<file path="src/rtl/input_port_fifo_if.sv">
// input_port_fifo_if: producer/CPU-side signals of the buffered input port; o_irq exists only with INPUT_PORT_IRQ_EN
interface input_port_fifo_if #(
  parameter int WIDTH_DATA_LENGTH = 8,
  parameter int DEPTH = 4
);
  logic [WIDTH_DATA_LENGTH-1:0] i_input;
  logic i_write;
  logic i_read;
  logic i_overflow_clr;
  logic [WIDTH_DATA_LENGTH-1:0] o_output;
  logic o_empty;
  logic o_full;
  logic [$clog2(DEPTH):0] o_count;
  logic o_overflow;
`ifdef INPUT_PORT_IRQ_EN
  logic o_irq;
  modport master(output i_input, i_write, i_read, i_overflow_clr,
                 input o_output, o_empty, o_full, o_count, o_overflow, o_irq);
  modport slave(input i_input, i_write, i_read, i_overflow_clr,
                output o_output, o_empty, o_full, o_count, o_overflow, o_irq);
`else
  modport master(output i_input, i_write, i_read, i_overflow_clr,
                 input o_output, o_empty, o_full, o_count, o_overflow);
  modport slave(input i_input, i_write, i_read, i_overflow_clr,
                output o_output, o_empty, o_full, o_count, o_overflow);
`endif
endinterface

</file>
<file path="src/rtl/input_port_fifo.sv">
// input_port_fifo: DEPTH-entry FIFO ahead of a registered output word with polling flags; INPUT_PORT_IRQ_EN adds a count-threshold Irq
module input_port_fifo #(
  parameter int WIDTH_DATA_LENGTH = 8,
  parameter int DEPTH = 4,
  parameter int IRQ_THRESHOLD = 1
) (
  input logic i_clk,
  input logic i_rst,
  input_port_fifo_if.slave bus
);
  localparam int AW = $clog2(DEPTH);
  localparam int CW = AW + 1;
  logic [WIDTH_DATA_LENGTH-1:0] r_mem [DEPTH];
  logic [WIDTH_DATA_LENGTH-1:0] r_output;
  logic [AW-1:0] r_wrpt, r_rdpt;
  logic [CW-1:0] r_count;
  logic r_overflow;
  logic w_empty, w_full, w_acc_r, w_acc_w, w_drop;
  assign w_empty = r_count == '0;
  assign w_full = r_count == CW'(DEPTH);
  assign w_acc_r = bus.i_read & ~w_empty;
  assign w_acc_w = bus.i_write & (~w_full | w_acc_r);
  assign w_drop = bus.i_write & ~w_acc_w;
  assign bus.o_output = r_output;
  assign bus.o_empty = w_empty;
  assign bus.o_full = w_full;
  assign bus.o_count = r_count;
  assign bus.o_overflow = r_overflow;
`ifdef INPUT_PORT_IRQ_EN
  assign bus.o_irq = r_count >= CW'(IRQ_THRESHOLD);
`else
  if (IRQ_THRESHOLD == 0) begin : g_irq_absent
  end
`endif
  // storage array: no reset, contents behind the pointers are don't-care
  always_ff @(posedge i_clk)
    if (w_acc_w) r_mem[r_wrpt] <= bus.i_input;
  // pointers, occupancy and popped word; pointers wrap naturally at DEPTH
  always_ff @(posedge i_clk)
    if (i_rst) begin
      r_wrpt <= '0;
      r_rdpt <= '0;
      r_count <= '0;
      r_output <= '0;
    end else begin
      r_wrpt <= w_acc_w ? r_wrpt + AW'(1) : r_wrpt;
      r_rdpt <= w_acc_r ? r_rdpt + AW'(1) : r_rdpt;
      r_count <= r_count + CW'(w_acc_w) - CW'(w_acc_r);
      r_output <= w_acc_r ? r_mem[r_rdpt] : r_output;
    end
  // sticky overflow: a dropped write beats a simultaneous clear
  always_ff @(posedge i_clk)
    if (i_rst) r_overflow <= 1'b0;
    else r_overflow <= w_drop | (r_overflow & ~bus.i_overflow_clr);
endmodule

</file>
<file path="src/flat_wrapper.sv">
// flat-port wrapper written by rule: the top's interface ports become plain ports
module input_port_fifo_flat 
#(
  parameter int WIDTH_DATA_LENGTH = 8,
  parameter int DEPTH = 4,
  parameter int IRQ_THRESHOLD = 1
)
  (i_clk, i_rst, bus_i_input, bus_i_write, bus_i_read, bus_i_overflow_clr, bus_o_output, bus_o_empty, bus_o_full, bus_o_count, bus_o_overflow);
  input_port_fifo_if #(.WIDTH_DATA_LENGTH(WIDTH_DATA_LENGTH), .DEPTH(DEPTH)) bus_i ();
  input logic i_clk;
  input logic i_rst;
  input wire logic [$bits(bus_i.i_input)-1:0] bus_i_input;
  input wire logic [$bits(bus_i.i_write)-1:0] bus_i_write;
  input wire logic [$bits(bus_i.i_read)-1:0] bus_i_read;
  input wire logic [$bits(bus_i.i_overflow_clr)-1:0] bus_i_overflow_clr;
  output wire logic [$bits(bus_i.o_output)-1:0] bus_o_output;
  output wire logic [$bits(bus_i.o_empty)-1:0] bus_o_empty;
  output wire logic [$bits(bus_i.o_full)-1:0] bus_o_full;
  output wire logic [$bits(bus_i.o_count)-1:0] bus_o_count;
  output wire logic [$bits(bus_i.o_overflow)-1:0] bus_o_overflow;
  assign bus_i.i_input = bus_i_input;
  assign bus_i.i_write = bus_i_write;
  assign bus_i.i_read = bus_i_read;
  assign bus_i.i_overflow_clr = bus_i_overflow_clr;
  assign bus_o_output = bus_i.o_output;
  assign bus_o_empty = bus_i.o_empty;
  assign bus_o_full = bus_i.o_full;
  assign bus_o_count = bus_i.o_count;
  assign bus_o_overflow = bus_i.o_overflow;
  input_port_fifo #(.WIDTH_DATA_LENGTH(WIDTH_DATA_LENGTH), .DEPTH(DEPTH), .IRQ_THRESHOLD(IRQ_THRESHOLD)) u_core (.i_clk(i_clk), .i_rst(i_rst), .bus(bus_i));
endmodule
</file>
<file path="config.mk">
export PLATFORM = sky130hd
export DESIGN_NAME = input_port_fifo_flat
export DESIGN_NICKNAME = d
export VERILOG_FILES = /design/src/rtl/input_port_fifo_if.sv /design/src/rtl/input_port_fifo.sv /design/src/flat_wrapper.sv
export SDC_FILE = /design/constraint.sdc
export NUM_CORES = 1
export LEC_CHECK = 0
export CAP_MARGIN = 20
export CORE_ASPECT_RATIO = 0.6
export CORE_MARGIN = 2
export CORE_UTILIZATION = 45
export CTS_BUF_LIST = sky130_fd_sc_hd__clkbuf_8
export CTS_CLUSTER_DIAMETER = 120
export DETAILED_ROUTE_END_ITERATION = 8
export MAX_ROUTING_LAYER = met4
export PLACE_DENSITY_LB_ADDON = 0.15
export SLEW_MARGIN = 20
export SYNTH_ARGS = -nofsm -noshare
export SYNTH_HDL_FRONTEND = slang
export SYNTH_SLANG_ARGS = --single-unit
</file>
<file path="constraint.sdc">
create_clock -name i_clk -period 5.1 [get_ports i_clk]
set_input_delay 0.51 -clock i_clk [delete_from_list [all_inputs] [get_ports i_clk]]
set_output_delay 0.51 -clock i_clk [all_outputs]
set_load 0.02 [all_outputs]
</file>
# After elaboration in Yosys (flattened, before gate mapping)
# Memories as Yosys holds them, arrays and structs flattened. A register that Yosys moved wholly into a read port is not among the register bits.
# Cells that the tools add are included.
dict set report classes {
  muxes 2
  bitwise 10
  addsub 4
  n_eq_ne 1
  n_reduce_logical 1
}
# op count
set op_table {}
lappend op_table {{$add A2 B1 Y2 const B} 2}
lappend op_table {{$and A1 B1 Y1} 4}
lappend op_table {{$not A1 Y1} 4}
lappend op_table {{$add A3 B1 Y3} 1}
lappend op_table {{$eq A3 B3 Y1 const B} 1}
lappend op_table {{$logic_not A3 Y1} 1}
lappend op_table {{$sub A3 B1 Y3} 1}
lappend op_table {{$mux W1} 2}
lappend op_table {{$or A1 B1 Y1} 2}
dict set report word_totals {
  mem_count 1
  register_bits 8
  input_bits 13
  ramBits 32
  wordCells 23
  out_inout_bits 14
}
# name words word_bits rd rd_ports_with_merged_regs wr line
set mem_list {}
lappend mem_list {u_core.r_mem 4 8 1 1 1 input_port_fifo.sv:13} ;# logic [WIDTH_DATA_LENGTH-1:0] r_mem [DEPTH];

# Logic depth before layout (Yosys ltp)
# Gate-level depths: netlist of the first run.
dict set report logic_depth {
  depth_word 8
  ltp_mapped 11
  mapped_depth_nobuf 10
}

# Least setup slack after synthesis of the first run
# No wires, ideal clock.
dict set report synth_path {
  path_type {register -> register}
  startpoint {register u_core.r_count[1] (netlist: u_core.bus.o_count[1])}
  endpoint {register u_core.r_count[2] (netlist: u_core.bus.o_count[2])}
  stages_incl_launch_ff 12
  setup_time_ps 78
  required_ps 5022
  t_arrival_ps 2279
  period_less_slack_ps 2356
  setup_slack_ps 2744
  path_buffers 1
  cell_sequence {dfxtp_1 > o31ai_1 > buf_2 > inv_2 > ha_1 > inv_1 > ha_1 > inv_1 > fa_1 > xor2_1 > and2_1 > nor3_1}
}
dict set report synth_between {
  elab_chain_cells 7
  elab_cells_between_ends 9
  cone_classes {add/sub (2); eq/ne (1); bitwise (5); reduce/logical (1)}
}
# item line
set synth_rtl {}
lappend synth_rtl {{from (decl)} input_port_fifo.sv:16} ;# logic [CW-1:0] r_count;
lappend synth_rtl {{from (signal assigned)} input_port_fifo.sv:48} ;# r_count <= r_count + CW'(w_acc_w) - CW'(w_acc_r);
lappend synth_rtl {{$logic_not A3 Y1 *} input_port_fifo.sv:19} ;# assign w_empty = r_count == '0;
lappend synth_rtl {{$not A1 Y1 *} input_port_fifo.sv:21} ;# assign w_acc_r = bus.i_read & ~w_empty;
lappend synth_rtl {{$and A1 B1 Y1 *} input_port_fifo.sv:21}
lappend synth_rtl {{net u_core.w_acc_r} input_port_fifo.sv:18} ;# logic w_empty, w_full, w_acc_r, w_acc_w, w_drop;
lappend synth_rtl {{$or A1 B1 Y1} input_port_fifo.sv:22} ;# assign w_acc_w = bus.i_write & (~w_full | w_acc_r);
lappend synth_rtl {{$and A1 B1 Y1} input_port_fifo.sv:22}
lappend synth_rtl {{$add A3 B1 Y3} input_port_fifo.sv:48}
lappend synth_rtl {{$sub A3 B1 Y3 *} input_port_fifo.sv:48}
# Mark *: on every way through the listed nets, which the timed path passes. The rest lies on a longest branch.
# A chain may end at the register's enable or synchronous reset.

# Worst setup path in the final report of the first run
dict set report layout_path {
  startpoint {input bus_i_read}
  endpoint {register u_core.r_count[2] (netlist: u_core.bus.o_count[2])}
}
dict set report layout_between {
  elab_chain_cells 5
}
# item line
set layout_rtl {}
lappend layout_rtl {{from (decl)} flat_wrapper.sv:14} ;# input wire logic [$bits(bus_i.i_read)-1:0] bus_i_read;
lappend layout_rtl {{$and A1 B1 Y1 *} input_port_fifo.sv:21}
lappend layout_rtl {{net u_core.w_acc_r} input_port_fifo.sv:18}
lappend layout_rtl {{$or A1 B1 Y1} input_port_fifo.sv:22}
lappend layout_rtl {{$and A1 B1 Y1} input_port_fifo.sv:22}
lappend layout_rtl {{$add A3 B1 Y3} input_port_fifo.sv:48}
lappend layout_rtl {{$sub A3 B1 Y3 *} input_port_fifo.sv:48}
# Marks and branches as above.

==> reports/metrics.csv, run 1 <==
stage,metric,value,unit
logic_synthesis,synth-edff-count,32,
placement,gp_congestion,0.751,
die,initial_core_util,0.467,
global_route,grt_max_degree,19,
logic_synthesis,ys_warn_count,0,
detailed_routing,routed_wl,3.14,mm
global_route,grt_pass1_vias,972,
placement,dpl.hpwl,2.24,mm
clocking,hold_buffers,0,
logic_synthesis,seq_area_frac_synth,0.670,
layout,diodes,0,
pwr,switching_share,0.298,
logic_synthesis,ys_seq_elements,48,
die,coreArea,4100,sq um
detailed_routing,vias,1032,
detailed_routing,wl_per_cell,14.4,um
layout,fillerInstances,337,
logic_synthesis,synthDistinctLibCells,29,
timing,slew_headroom,0.561,
timing,whs,0.464,ns
timing,period_minus_slack,2.53,ns
logic_synthesis,synthTopCellsByCount,"edfxtp_1, dfxtp_1, nand2_1, a21oi_1, mux4_2",
timing,finalHoldViolCount,0,
detailed_routing,ant_nets,0,
flow_run,maxCapViolations,0,
clocking,clk_latency,0.29,ns
pwr,combPwrFrac,0.295,
critical_path,path_delay_family,buffers and inverters,
logic_synthesis,async_reset_ff_frac,0,
logic_synthesis,yosys.area.top_type_share,0.502,
critical_path,cp.buffers_inverters,5,
layout,multi_input_area,569,sq um
die,rows,18,
worst_hold_path,hold_class,reg -> reg,
timing,worst_pin_slew,0.658,ns
detailed_routing,drt-vias-per-instance,4.73,
logic_synthesis,syn-num-nets,149,
die,die_h,54.5,um
logic_synthesis,syn_area,1910,sq um
logic_synthesis,yosys-top-cells-area,"edfxtp_1, dfxtp_1, mux4_2",
clocking,clock-root-buffer,clkbuf_8,
pwr,seqPwrFrac,0.499,
critical_path,cp-end-kind,register,
timing,maxSlewViolCount,0,
timing,finalCritPeriodShare,0.497,
logic_synthesis,post-synth-top-count-cell,edfxtp_1,
clocking,cts_resized,0,
clocking,cts_setup_buffers,0,
layout,finish.utilization,0.563,
critical_path,path_cells,clkdlybuf4s50_1 > o31ai_1 > buf_4 > inv_2 > ha_1 > inv_1 > ha_1 > inv_1 > fa_1 > xor2_1 > and2_1 > nor3_1,
placement,portBuffers,26,
global_route,grtUsageTotal,0.152,
placement,placed_cells,210,
clocking,numCtsBuffers,5,
die,fp.dieW,88.2,um
logic_synthesis,syn_inst,129,
global_route,grt_first_pass_wirelength,4.98,mm
timing,setup_viol,0,
pwr,p_sw,0.313,mW
critical_path,worstPathMaxFanout,11,
global_route,antenna_found_initial,0,
critical_path,cp_slowest_cell,clkdlybuf4s50_1,
pwr,p_leak,0.801,nW
logic_synthesis,ys.flop_type,edfxtp_1,
run_status,outcome,finished clean,
pwr,internal-power,0.738,mW
layout,nets,177,
die,die_area,4810,sq um
layout,register_area,1280,sq um
critical_path,slowest_delay,0.50,ns
pwr,powerDensity,455,nW/um^2
timing,fin_setup_tns,0,ns
clocking,tritoncts,yes,
critical_path,critPathKind,in -> reg,
layout,drive_gt1_frac,0.139,
pwr,max-vdd-ir-drop,0.219,mV
critical_path,rrSetupSlack,2.69,ns
logic_synthesis,avgSynthCellArea,14.8,sq um
clocking,cts_max_level,2,
die,ios,27,
layout,area_growth,20.7,%
detailed_routing,drcViolationCount,0,
timing,clock_skew,0.00490,ns
timing,rsz0062_at_grt,false,
detailed_routing,drt_first_iter_violations,40,
critical_path,crit_required,5.30,ns
clocking,cts_sinks,48,
pwr,clkPwrFrac,0.206,
logic_synthesis,yosys.area.top_type,edfxtp_1,
clocking,clock_path_buffers,2,
critical_path,worst_setup_path_start_kind,primary input,
detailed_routing,drt-pass1-iter-count,4,
clocking,clkTransAtPathRegs,0.08,ns
critical_path,critPathArrivalTime,2.74,ns
layout,fin_cells,218,
global_route,grt_remaining_overflow,0,
timing,fmax,0.395,GHz
-- registers in the layout, indices dropped and copies added, names as in the netlist --
name / flops
u_core.r_mem: 32
u_core.bus.o_output: 8
u_core.bus.o_count: 3
u_core.r_rdpt: 2
u_core.r_wrpt: 2
u_core.bus.o_overflow: 1
-- routing by layer --
layer  track usage  wire length (um)
met2         0.228              1430
met3        0.0468               169
met5             -                 0
met1         0.203              1510
met4        0.0455                29
-- worst reg2reg max path: stages, from the launching register on --
cell and delay (ns):
dfxtp_1 0.40, o31ai_1 0.26, buf_4 0.21, inv_2 0.11, ha_1 0.28, inv_1 0.06
ha_1 0.13, inv_1 0.05, fa_1 0.37, xor2_1 0.16, and2_1 0.17, nor3_1 0.14
-- power by group through the flow --
stage          Combinational, mW  Clock (mW)  Sequential (mW)
6_report                   0.310       0.216            0.524
5_1_grt                    0.348       0.239            0.535
4_1_cts                    0.315       0.223            0.526
3_5_place_dp               0.314           0            0.534
3_3_place_gp               0.312           0            0.534
2_1_floorplan              0.194           0            0.535
-- per-stage QoR --
step / setup WS, ns / power [mW] / cell area (sq um)
2_1_floorplan: 2.74 / 0.729 / 1910
3_3_place_gp: 2.36 / 0.846 / 2220
3_5_place_dp: 2.25 / 0.848 / 2220
4_1_cts: 2.55 / 1.06 / 2310
5_1_grt: 2.41 / 1.12 / 2310
6_report: 2.57 / 1.05 / 2310
-- path summary, 6_finish.rpt --
check / start / end / cells after the start
worst max register to register: u_core.bus.o_count[1] / u_core.bus.o_count[2] / 11
worst max-delay path: bus_i_read / u_core.bus.o_count[2] / 12
worst min register to register: u_core.bus.o_output[2] / u_core.bus.o_output[2] / 2
worst min-delay path: u_core.bus.o_output[2] / u_core.bus.o_output[2] / 2
-- layout by cell type (no fill, tap or decap), drive strengths merged, types with 2 or more instances in the layout --
cell and n:
edfxtp 32, ha 6, nor2b 3, nand2 16
nor3 2, clkbuf 6, and2 5, mux4 8
clkdlybuf4s50 26, a21oi 10, inv 9, nand2b 2
nor2 6, dfxtp 16
-- kinds of logic after synthesis --
family | after synthesis | share of synthesized area
simple gates | 37 | 0.0988
buf+inv | 13 | 0.0327
xor+xnor | 2 | 0.00916
mux | 10 | 0.107
flops | 48 | 0.670
compound gates | 12 | 0.0327
fa+ha+maj | 7 | 0.0497
-- cell type report --
cell class	instances	area share
inverter	7	0.0114
sequential	48	0.555
timing repair buffer	27	0.116
clock buffer	6	0.0358
tap	60	0.0325
multi-input combinational	68	0.246
clock inverter	2	0.00325
(Power assumes the default switching activity.)
==> run 2: changes to the inputs <==
==> constraint.sdc (replaced) <==
create_clock -name i_clk -period 2.5 [get_ports i_clk]
set_input_delay 0.25 -clock i_clk [delete_from_list [all_inputs] [get_ports i_clk]]
set_output_delay 0.25 -clock i_clk [all_outputs]
set_load 0.02 [all_outputs]
==> reports/metrics.csv, run 2 (synthesized netlist as in run 1, its figures left out) <==
stage,metric,value,unit
detailed_routing,drt-pass1-iter-count,4,
timing,slew_headroom,0.568,
clocking,clock_path_buffers,2,
pwr,p_leak,0.817,nW
die,rows,18,
critical_path,crit_required,2.71,ns
detailed_routing,drcViolationCount,0,
critical_path,cp-end-kind,register,
detailed_routing,drt-vias-per-instance,4.82,
die,die_area,4810,sq um
timing,maxSlewViolCount,0,
global_route,grt_max_degree,15,
timing,rsz0062_at_grt,false,
die,ios,27,
global_route,grt_first_pass_wirelength,5.00,mm
clocking,hold_buffers,0,
critical_path,critPathArrivalTime,2.42,ns
clocking,cts_sinks,48,
placement,portBuffers,26,
worst_hold_path,hold_class,reg -> reg,
global_route,grt_pass1_vias,1016,
placement,post-place-ws,0.212,ns
placement,gp_congestion,0.694,
clocking,cts_max_level,2,
layout,mostFrequentLayoutCells,"edfxtp_1, clkdlybuf4s50_1, nand2_1, dfxtp_1, a21oi_1",
run_status,outcome,finished clean,
layout,drive_gt1_frac,0.160,
timing,finalCritPeriodShare,0.885,
timing,finalHoldViolCount,0,
clocking,clock-root-buffer,clkbuf_8,
global_route,grtUsageTotal,0.155,
layout,area_growth,22.3,%
timing,setup_ws,0.289,ns
timing,worst_pin_slew,0.647,ns
flow_run,maxCapViolations,0,
pwr,max-vdd-ir-drop,0.307,mV
die,coreArea,4100,sq um
placement,placed_cell_area,2250,sq um
clocking,tritoncts,yes,
timing,fin_setup_tns,0,ns
die,fp.dieW,88.2,um
timing,clock_skew,0.00701,ns
layout,finish.utilization,0.571,
timing,period_minus_slack,2.21,ns
layout,nets,181,
layout,design_area,2340,sq um
global_route,grt_remaining_overflow,0,
layout,layout_commonest_cell,edfxtp_1,
critical_path,worst_setup_path_start_kind,register,
clocking,clk_latency,0.29,ns
critical_path,worstPathMaxFanout,7,
global_route,antenna_found_initial,0,
clocking,cts_resized,0,
die,initial_core_util,0.467,
detailed_routing,vias,1071,
layout,largest_register_ffs,32,
detailed_routing,ant_nets,0,
clocking,cts_setup_buffers,0,
placement,dpl.hpwl,2.28,mm
pwr,powerDensity,928,nW/um^2
layout,diodes,0,
timing,setup_viol,0,
layout,registers.top_by_ff_count,u_core.r_mem,
die,die_h,54.5,um
critical_path,critPathKind,reg -> reg,
detailed_routing,routed_wl,3.21,mm
timing,fmax,0.452,GHz
pwr,p_total,2.17,mW
clocking,numCtsBuffers,5,
detailed_routing,wl_per_cell,14.5,um
detailed_routing,drt_first_iter_violations,55,
clocking,clkTransAtPathRegs,0.08,ns
==> run 2: changes by cell type in the layout (fill, tap and decap cells not counted) <==
| cell | previous run | this run |
|---|---|---|
| buf_4 | 1 | 5 |
| clkinv_1 | 0 | 1 |
| inv_1 | 8 | 7 |
==> run 2: metal layers <==
layer	GRT usage	share of wire	routed length, um
met4	0.0455	0.0037	12
met1	0.208	0.47	1530
met5	-	0	0
met2	0.233	0.49	1570
met3	0.0452	0.032	103
==> run 2: final timing paths <==
kind         slack (ns)                    from                endpoint  depth (start not counted)
max                0.29   u_core.bus.o_count[2]   u_core.bus.o_count[2]                         10
min reg2reg        0.46  u_core.bus.o_output[4]  u_core.bus.o_output[4]                          2
max reg2reg        0.29   u_core.bus.o_count[2]   u_core.bus.o_count[2]                         10
min                0.46  u_core.bus.o_output[4]  u_core.bus.o_output[4]                          2
==> run 2: area by class of cell <==
class	count	area, sq um
flip-flops and latches	48	1280
fillers	359	1760
repair buffers	31	298
clock inverters	2	7.51
clock buffers	6	82.6
inverters	7	26.3
multi-input cells	68	569
well taps	60	75.1
==> run 2: power by group <==
part           switching (mW)  total [mW]  internal, mW
clock network           0.228       0.445         0.218
registers              0.0999        1.06         0.957
logic                   0.320       0.669         0.349
total                   0.647        2.17          1.52
==> run 2: stage by stage <==
stage          instances  hold WS, ns
3_5_place_dp         214        0.449
3_3_place_gp         214        0.441
6_report             222        0.458
5_1_grt              222        0.493
4_1_cts              222        0.461
2_1_floorplan        129        0.349
==> run 2: critical path, cell delays in order (launching register included) <==
cell and delay, ns:
dfxtp_1 0.37, o31ai_1 0.38, inv_2 0.08, ha_1 0.28, inv_1 0.06, ha_1 0.13, inv_1 0.04, fa_1 0.37
xor2_1 0.16, and2_1 0.15, nor3_1 0.11
==> run 3: changes to the inputs <==
--- a/config.mk
+++ b/config.mk
@@ -12,6 +12,7 @@
 export CTS_BUF_LIST = sky130_fd_sc_hd__clkbuf_8
 export CTS_CLUSTER_DIAMETER = 120
 export DETAILED_ROUTE_END_ITERATION = 8
+export GPL_TIMING_DRIVEN = 0
 export MAX_ROUTING_LAYER = met4
 export PLACE_DENSITY_LB_ADDON = 0.15
 export SLEW_MARGIN = 20
==> reports/metrics.csv, run 3 (synthesized netlist as in run 1, its figures left out) <==
stage,metric,value,unit
layout,nets,182,
worst_hold_path,hold_class,in -> reg,
detailed_routing,wl_per_cell,15.0,um
timing,slew_headroom,0.684,
clocking,clock-root-buffer,clkbuf_8,
timing,setup_ws,0.173,ns
critical_path,cp.buffers_inverters,4,
run_status,outcome,finished clean,
layout,area_growth,24.5,%
critical_path,critPathArrivalTime,2.50,ns
die,initial_core_util,0.467,
clocking,tritoncts,yes,
pwr,max-vdd-ir-drop,0.389,mV
global_route,grt_remaining_overflow,0,
detailed_routing,ant_nets,0,
timing,maxSlewViolCount,0,
flow_run,maxCapViolations,0,
layout,fillerInstances,344,
die,ios,27,
clocking,clock_path_buffers,2,
placement,dpl.hpwl,2.29,mm
critical_path,crit_required,2.67,ns
timing,worst_pin_slew,0.474,ns
pwr,powerDensity,965,nW/um^2
timing,setup_viol,0,
timing,fmax,0.430,GHz
critical_path,cp_slowest_cell,dfxtp_4,
critical_path,cp.depth,11,
detailed_routing,routed_wl,3.34,mm
global_route,grt_max_degree,15,
pwr,p_leak,0.823,nW
die,die_h,54.5,um
die,die_area,4810,sq um
clocking,hold_buffers,0,
detailed_routing,drt_first_iter_violations,36,
pwr,p_total,2.30,mW
global_route,grtUsageTotal,0.168,
critical_path,path_cells,o31ai_4 > buf_6 > inv_2 > ha_1 > inv_1 > ha_1 > inv_1 > fa_1 > xor2_1 > and2_1 > nor3_2,
clocking,clk_latency,0.30,ns
global_route,antenna_found_initial,0,
detailed_routing,drcViolationCount,0,
die,fp.dieW,88.2,um
timing,period_minus_slack,2.33,ns
clocking,clkTransAtPathRegs,0.08,ns
layout,largest_register_ffs,32,
clocking,cts_max_level,2,
layout,drive_gt1_frac,0.178,
detailed_routing,wl_met3,148,um
critical_path,slowest_delay,0.39,ns
die,rows,18,
detailed_routing,met1_length,1.46,mm
clocking,cts_sinks,48,
critical_path,critPathKind,reg -> reg,
worst_hold_path,hold_depth,2,
critical_path,worstPathMaxFanout,10,
critical_path,cp-end-kind,register,
detailed_routing,drt-vias-per-instance,4.87,
layout,mostFrequentLayoutCells,"edfxtp_1, clkdlybuf4s50_1, nand2_1",
critical_path,ff2ff_path_depth,11,
timing,finalCritPeriodShare,0.931,
detailed_routing,drt-pass1-iter-count,4,
detailed_routing,wl_met2,1.70,mm
placement,post-place-ws,-0.158,ns
layout,registers.top_by_ff_count,u_core.r_mem,
timing,clock_skew,0.00480,ns
detailed_routing,vias,1085,
timing,rsz0062_at_grt,false,
placement,portBuffers,25,
timing,whs,0.334,ns
placement,gp_congestion,0.694,
clocking,numCtsBuffers,5,
critical_path,path_delay_family,adder cells,
layout,layout_commonest_cell,edfxtp_1,
detailed_routing,top_layer,met4,
die,coreArea,4100,sq um
global_route,grt_first_pass_wirelength,5.26,mm
timing,finalHoldViolCount,0,
global_route,grt_pass1_vias,1099,
critical_path,worst_setup_path_start_kind,register,
layout,diodes,0,
## run 3: worst reg2reg max path, stage by stage (launching register included)
cell and delay [ns]:
dfxtp_4 0.39, o31ai_4 0.27, buf_6 0.16, inv_2 0.10, ha_1 0.30, inv_1 0.06, ha_1 0.13, inv_1 0.05
fa_1 0.38, xor2_1 0.18, and2_1 0.16, nor3_2 0.04
## run 3: cell type report
| type | count | area [sq um] | area share |
|---|---|---|---|
| buffer | 6 | 42.5 | 0.0179 |
| clock buffer | 5 | 68.8 | 0.0289 |
| clock inverter | 3 | 37.5 | 0.0158 |
| inverter | 7 | 26.3 | 0.0110 |
| multi-input combinational | 68 | 588 | 0.247 |
| sequential | 48 | 1280 | 0.540 |
| tap | 60 | 75.1 | 0.0315 |
| timing repair buffer | 26 | 258 | 0.108 |
## run 3: worst paths after layout
kind | start | end | slack [ns]
worst max-delay path | u_core.bus.o_count[1] | u_core.bus.o_count[2] | 0.17
worst min register to register | u_core.bus.o_output[5] | u_core.bus.o_output[5] | 0.46
worst max register to register | u_core.bus.o_count[1] | u_core.bus.o_count[2] | 0.17
worst min-delay path | i_rst | u_core.bus.o_count[0] | 0.33
## run 3: report_power, final
group	switching (mW)	internal, mW	total [mW]
Combinational	0.360	0.366	0.726
Clock	0.242	0.291	0.533
Sequential	0.0789	0.960	1.04
## run 3: metrics by stage
stage,instances,setup TNS [ns],util,instance area (sq um)
after floorplan,129,0,-,1910
after global placement,214,-0.119,0.546,2240
after detailed placement,214,-0.158,0.546,2240
after CTS,222,0,0.574,2350
after global routing,223,0,0.581,2380
final,223,0,0.581,2380
## run 3: timing repair
action | CTS | global route
gates resized for setup | 2 | 5
setup endpoints to repair | 1 | 1
pin swaps | 0 | 1
buffers inserted | 0 | 1
## run 3: per-layer routing
layer	up-vias	global-route usage
met5	-	-
met4	0	0.0808
met3	5	0.0558
met2	17	0.272
met1	539	0.193
li1	524	-
